## src/rtl/branch_predictor_pkg.sv

```systemverilog
// Shared types, widths and the 2-bit saturating counter helper for the
// GAg branch predictor (also usable by the branch unit).
package branch_predictor_pkg;

  localparam int unsigned PATTERN_WIDTH = 10;
  localparam int unsigned PHT_DEPTH     = 1 << PATTERN_WIDTH;
  localparam int unsigned CNT_WIDTH     = 2;
  localparam int unsigned PERF_WIDTH    = 32;

  localparam logic [CNT_WIDTH-1:0] CNT_WEAK_NT = 2'b01;

  typedef enum logic {BP_INIT, BP_RUN} bp_state_t;

  // Saturating 2-bit counter step: +1 if taken, -1 if not, clamped to 0..3.
  function automatic logic [CNT_WIDTH-1:0] sat2(input logic [CNT_WIDTH-1:0] c,
                                                input logic                 t);
    logic [CNT_WIDTH-1:0] r;
    r = c;
    if (t) begin
      if (c != 2'b11) r = c + 2'd1;
    end else begin
      if (c != 2'b00) r = c - 2'd1;
    end
    return r;
  endfunction

endpackage

```

## src/rtl/branch_predictor_pht.sv

```systemverilog
// Pattern history table: PHT_DEPTH x 2-bit, one async read, one sync write.
// Ports: clk; we_i/waddr_i/wdata_i write port; raddr_i -> rdata_o read port.
// A same-cycle write and read at one index returns the old value.
module branch_predictor_pht
  import branch_predictor_pkg::*;
(
  input  logic                     clk,
  input  logic                     we_i,
  input  logic [PATTERN_WIDTH-1:0] waddr_i,
  input  logic [CNT_WIDTH-1:0]     wdata_i,
  input  logic [PATTERN_WIDTH-1:0] raddr_i,
  output logic [CNT_WIDTH-1:0]     rdata_o
);

  logic [CNT_WIDTH-1:0] mem_q [PHT_DEPTH];

  always_ff @(posedge clk) begin
    if (we_i) mem_q[waddr_i] <= wdata_i;
  end

  assign rdata_o = mem_q[raddr_i];

endmodule

```

## src/rtl/branch_predictor.sv

```systemverilog
// GAg two-bit-counter branch predictor.
// Ports: clk, reset (sync, active-high); ready (PHT init done);
// issue side: b_issue in, prediction_begin/pattern_begin out (combinational);
// commit side: commit_b, failure, prediction_end, pattern_end, recover in;
// perf: n_commit, n_fail out.
module branch_predictor
  import branch_predictor_pkg::*;
(
  input  logic                     clk,
  input  logic                     reset,
  output logic                     ready,
  input  logic                     b_issue,
  output logic [CNT_WIDTH-1:0]     prediction_begin,
  output logic [PATTERN_WIDTH-1:0] pattern_begin,
  input  logic                     commit_b,
  input  logic                     failure,
  input  logic [CNT_WIDTH-1:0]     prediction_end,
  input  logic [PATTERN_WIDTH-1:0] pattern_end,
  input  logic                     recover,
  output logic [PERF_WIDTH-1:0]    n_commit,
  output logic [PERF_WIDTH-1:0]    n_fail
);

  bp_state_t                state_q, state_d;
  logic [PATTERN_WIDTH-1:0] init_idx_q, init_idx_d;
  logic [PATTERN_WIDTH-1:0] spec_hist_q, spec_hist_d;
  logic [PATTERN_WIDTH-1:0] commit_hist_q, commit_hist_d;
  logic [PERF_WIDTH-1:0]    n_commit_q, n_commit_d;
  logic [PERF_WIDTH-1:0]    n_fail_q, n_fail_d;

  logic                     pht_we;
  logic [PATTERN_WIDTH-1:0] pht_waddr;
  logic [CNT_WIDTH-1:0]     pht_wdata;
  logic [CNT_WIDTH-1:0]     pht_rdata;
  logic                     actual;

  branch_predictor_pht u_pht (
    .clk     (clk),
    .we_i    (pht_we),
    .waddr_i (pht_waddr),
    .wdata_i (pht_wdata),
    .raddr_i (spec_hist_q),
    .rdata_o (pht_rdata)
  );

  // Registered state.
  always_ff @(posedge clk) begin
    if (reset) begin
      state_q       <= BP_INIT;
      init_idx_q    <= '0;
      spec_hist_q   <= '0;
      commit_hist_q <= '0;
      n_commit_q    <= '0;
      n_fail_q      <= '0;
    end else begin
      state_q       <= state_d;
      init_idx_q    <= init_idx_d;
      spec_hist_q   <= spec_hist_d;
      commit_hist_q <= commit_hist_d;
      n_commit_q    <= n_commit_d;
      n_fail_q      <= n_fail_d;
    end
  end

  // Next state, PHT write port muxing (init sweep vs. commit training).
  always_comb begin
    state_d       = state_q;
    init_idx_d    = init_idx_q;
    spec_hist_d   = spec_hist_q;
    commit_hist_d = commit_hist_q;
    n_commit_d    = n_commit_q;
    n_fail_d      = n_fail_q;
    pht_we        = 1'b0;
    pht_waddr     = init_idx_q;
    pht_wdata     = CNT_WEAK_NT;
    actual        = prediction_end[1] ^ failure;

    unique case (state_q)
      BP_INIT: begin
        pht_we     = ~reset;
        init_idx_d = init_idx_q + PATTERN_WIDTH'(1);
        if (&init_idx_q) state_d = BP_RUN;
      end
      BP_RUN: begin
        if (commit_b) begin
          pht_we        = ~reset;
          pht_waddr     = pattern_end;
          pht_wdata     = sat2(prediction_end, actual);
          commit_hist_d = {commit_hist_q[PATTERN_WIDTH-2:0], actual};
          n_commit_d    = n_commit_q + PERF_WIDTH'(1);
          n_fail_d      = n_fail_q + PERF_WIDTH'(failure);
        end
        // Recover sees this cycle's commit shift and overrides any issue.
        if (recover) begin
          spec_hist_d = commit_hist_d;
        end else if (b_issue) begin
          spec_hist_d = {spec_hist_q[PATTERN_WIDTH-2:0], pht_rdata[1]};
        end
      end
      default: state_d = BP_INIT;
    endcase
  end

  assign ready            = (state_q == BP_RUN);
  assign prediction_begin = (state_q == BP_RUN) ? pht_rdata : CNT_WEAK_NT;
  assign pattern_begin    = (state_q == BP_RUN) ? spec_hist_q : '0;
  assign n_commit         = n_commit_q;
  assign n_fail           = n_fail_q;

endmodule
```

## config.mk

```make
export PLATFORM = sky130hd
export DESIGN_NAME = branch_predictor
export DESIGN_NICKNAME = d
export VERILOG_FILES = /design/src/rtl/branch_predictor_pkg.sv /design/src/rtl/branch_predictor_pht.sv /design/src/rtl/branch_predictor.sv
export SDC_FILE = /design/constraint.sdc
export NUM_CORES = 2
export LEC_CHECK = 0
export BUFFER_PORTS_ARGS = -buffer_cell sky130_fd_sc_hd__buf_2
export CORE_MARGIN = 4
export CORE_UTILIZATION = 30
export CTS_CLUSTER_SIZE = 20
export DETAILED_ROUTE_END_ITERATION = 16
export HOLD_SLACK_MARGIN = 0.03
export SLEW_MARGIN = 20
export SYNTH_ARGS = -nofsm -noshare
export SYNTH_HDL_FRONTEND = slang
export SYNTH_SLANG_ARGS = --single-unit
export TNS_END_PERCENT = 20
```

## constraint.sdc

```tcl
create_clock -name clk -period 105.7 [get_ports clk]
set_input_delay 5.285 -clock clk [delete_from_list [all_inputs] [get_ports clk]]
set_output_delay 5.285 -clock clk [all_outputs]
set_load 0.02 [all_outputs]
```

==> results.cfg <==
[outcome]
status = complete, no violations

[pwr]
post-layout-total-power_mw = 1.69
vdd.ir_drop.worst_v = 0.0000152
pwr_density_cell_nw_per_um2 = 16.9
power.leakage_nw = 32.4

[floorplan]
io-pin-count = 95
initial_core_util_pct = 30.2
chipWidth_um = 551
core_region_area_um2 = 294000
die_area_um2 = 304000
die_height_um = 551
row_count = 199

[setup_path]
arrival_ns = 7.09
worst-setup-path-type = flop to output port
path_depth = 11
crit_path_largest_cell_delay_ns = 1.06
rr_worst_depth = 11
crit_family = buffers and inverters
path_max_fanout = 102
buffers_plus_inverters_on_the_worst_setup_path = 4
crit_path_start_kind = flop
critical_path.cell_chain = buf_4, buf_12, buf_4, mux4_2, a22o_1, o21ai_0, o2111ai_1, nand4_1, o311a_2, a221oi_1, buf_2
dominant_cell_type_by_count_on_the_critical_path = buf_4
critical_path_required_ns = 100.41
endpoint_kind = output port
critical-path-slowest-cell = a221oi_1

[synthesis]
largest_family_of_logic_cells_by_synthesized_area = multiplexers
syn_inst = 5194
yosys.area_share.xor_xnor_pct = 0.613
yosys_most_used_dff = edfxtp_1
synth_seq_area_share_pct = 71.8
synth.ff_latch_count = 2153
synth_largest_type_area_fraction_pct = 69.4
synthSimpleGateAreaFrac_pct = 7.44
synthesis.area_per_instance_um2 = 17.1
muxShareOfSynthArea_pct = 15.1
synth.top_cells.by_area = edfxtp_1 (69%), mux4_2 (13%), nor2_1 (4.9%), dfxtp_1 (2.4%), mux4_1 (1.1%)
compound_gate_fraction_of_synth_area_pct = 2.29
asyncSetResetFlopFracSynth_pct = 0
yosys_warnings = 0
number_of_nets_produced_by_synthesis = 5216
yosys.area_share.adder_pct = 0.0565
synthesis.area_um2 = 88600
synth_area_leader_cell = edfxtp_1
synth-edff-count = 2048
yosys.cell_types.count = 79

[placed_design]
finalWeightedCongestion = 0.794
dp_hpwl_um = 142000
numPortBuffers = 94

[grt]
grt_start_max_net_pins = 262
number_of_antenna_violations_at_the_first_check_in_global_routing = 18
grt_pass1_vias = 50105
globalRoute.totalOverflow = 0
first_pass_grt_wire_length_um = 367000
groute.usage.overall_pct = 16.6

[sta]
worst_pin_slew_ns = 1.26
post-route-period-util_pct = 11.7
finalSetupViolations = 0
final.min_clock_period_ns = 12.37
grt_setup_unrepaired = false
slew_viol_final = 0
max_freq_mhz = 80.8
worst_slew_margin_rel_pct = 15.7
final_hold_viol_count = 0
fin_worst_skew_ns = 0.0281
final.setup.tns_ns = 0

[cts]
cts_inserted_buffers = 216
clock_sink_count = 2153
tritoncts_clock_tree = yes
clock-root-buffer = clkbuf_16
postCtsSetupRepairBufs = 0
htree_num_levels = 4
worst_setup_hold_path_clk_slew_ns = 0.06
clk_latency_ns = 0.85
holdBufCountCts = 0
post_cts_resized = 0
max-clock-path-buffers = 3

[cells_and_area]
nets = 5252
most_common_cell_after_layout_fill_and_taps_aside = edfxtp_1
fraction_of_final_layout_cells_sized_beyond_drive_strength_1_pct = 21.4
layout-area-overhead-vs-synth_pct = 13.1
final.fill_count = 27882
layout_common_cells = edfxtp_1 (2048), nor2_1 (1165), mux4_2 (499)

[detailed_routing]
routed_wl_um = 257000
detail_route.drc_violations = 0
final_antenna_net_count = 0
drtIter0Drc = 7073
first_pass_iters = 6
routed_via_density = 5.35
wl_per_cell_um = 27.5
via_count = 49950

[worst_hold_path]
hold_class = flop to flop
hold-path-cell-count = 2

[run]
max_cap_violations = 0
## cells by family (layout without fill, tap and decap cells)
family	count (synthesis)	count (layout)
flip-flops	2153	2153
AND/OR/NAND/NOR	1603	1603
multiplexers	654	654
buffers and inverters	425	645
AO/OA/AOI/OAI	293	293
XOR/XNOR	62	62
adder cells (fa/ha/maj)	4	4
other	0	9
## metal layers
metal | GRT usage [%] | wire, µm | vias up | share of wire [%]
li1 | - | - | 20288 | -
met1 | 22.7 | 102000 | 26417 | 40
met2 | 26.1 | 120000 | 2808 | 47
met3 | 4.20 | 27600 | 421 | 11
met4 | 5.06 | 7410 | 16 | 2.9
met5 | 0 | 315 | - | 0.12
## metrics by stage
stage               setup WS [ns]  area (µm²)  utilization (%)  std cells  hold slack [ns]
CTS                         93.19      100000             34.0       9329            0.472
floorplan                   66.54       88600                -       5194            0.433
global route                93.00      100000             34.1       9335            0.500
global placement            94.18       92900             31.6       8925            0.444
detailed placement          94.14       93000             31.6       8927            0.463
finish                      93.33      100000             34.1       9342            0.465
## path summary, 6_finish.rpt
| check | from | endpoint | slack (ns) |
|---|---|---|---|
| setup / recovery | flop | prediction_begin[1] | 93.33 |
| setup reg to reg | flop | flop | 99.78 |
| hold / removal | commit_hist_q[9]$_SDFFE_PP0P_ | commit_hist_q[9]$_SDFFE_PP0P_ | 0.46 |
| hold reg to reg | commit_hist_q[9]$_SDFFE_PP0P_ | commit_hist_q[9]$_SDFFE_PP0P_ | 0.46 |
## state kept, by name (all words and copies together), names as in the netlist, named ones only
signal	count
commit_hist_q	10
init_idx_q	10
n_commit	32
n_fail	32
ready	1
spec_hist_q	10
u_pht.mem_q	2048
## cell type report
| cell class | instances | area [µm²] | area share [%] |
|---|---|---|---|
| repair buffers | 216 | 1570 | 1.57 |
| multi-input cells | 2616 | 22900 | 22.9 |
| inverters | 27 | 101 | 0.101 |
| well taps | 3919 | 4900 | 4.89 |
| clock buffers | 252 | 5640 | 5.63 |
| clock inverters | 150 | 1400 | 1.40 |
| diodes | 9 | 22.5 | 0.0225 |
| flip-flops and latches | 2153 | 63600 | 63.5 |
## synthesized netlist by cell type, drive strengths merged, types with 6 or more instances
library cell and n:
a22o 9, nand3b 6, o22ai 10, clkbuf 205
nand4 38, o211ai 9, mux2 35, a221oi 20
buf 190, nor2 1168, dfxtp 105, nor3 19
and3 13, o221ai 8, a22oi 51, or3 16
nand3 74, nor2b 24, a31oi 18, or2 11
a211oi 19, and2 24, inv 24, mux4 535
nand2 177, xnor2 27, mux2i 84, edfxtp 2048
xor2 35, nand2b 12, o21ai 47, o2111ai 7
a21oi 58
## power by group
group	switching, mW	internal (mW)	total (mW)
Clock	0.331	0.433	0.763
Sequential	0.000183	0.919	0.919
Combinational	0.00721	0.00138	0.00860
## worst reg2reg max path, cell delays in order, from the launching register on
cell      delay, ns
dfxtp_4        0.84
buf_4          0.73
buf_12         0.60
buf_4          1.07
mux4_2         0.65
a31oi_1        0.20
o21ai_0        0.11
or3_2          0.51
a41oi_1        0.25
o311a_2        0.25
a221o_1        0.42
a221oi_2       0.11
No activity file was read; power rests on OpenSTA's default activity.
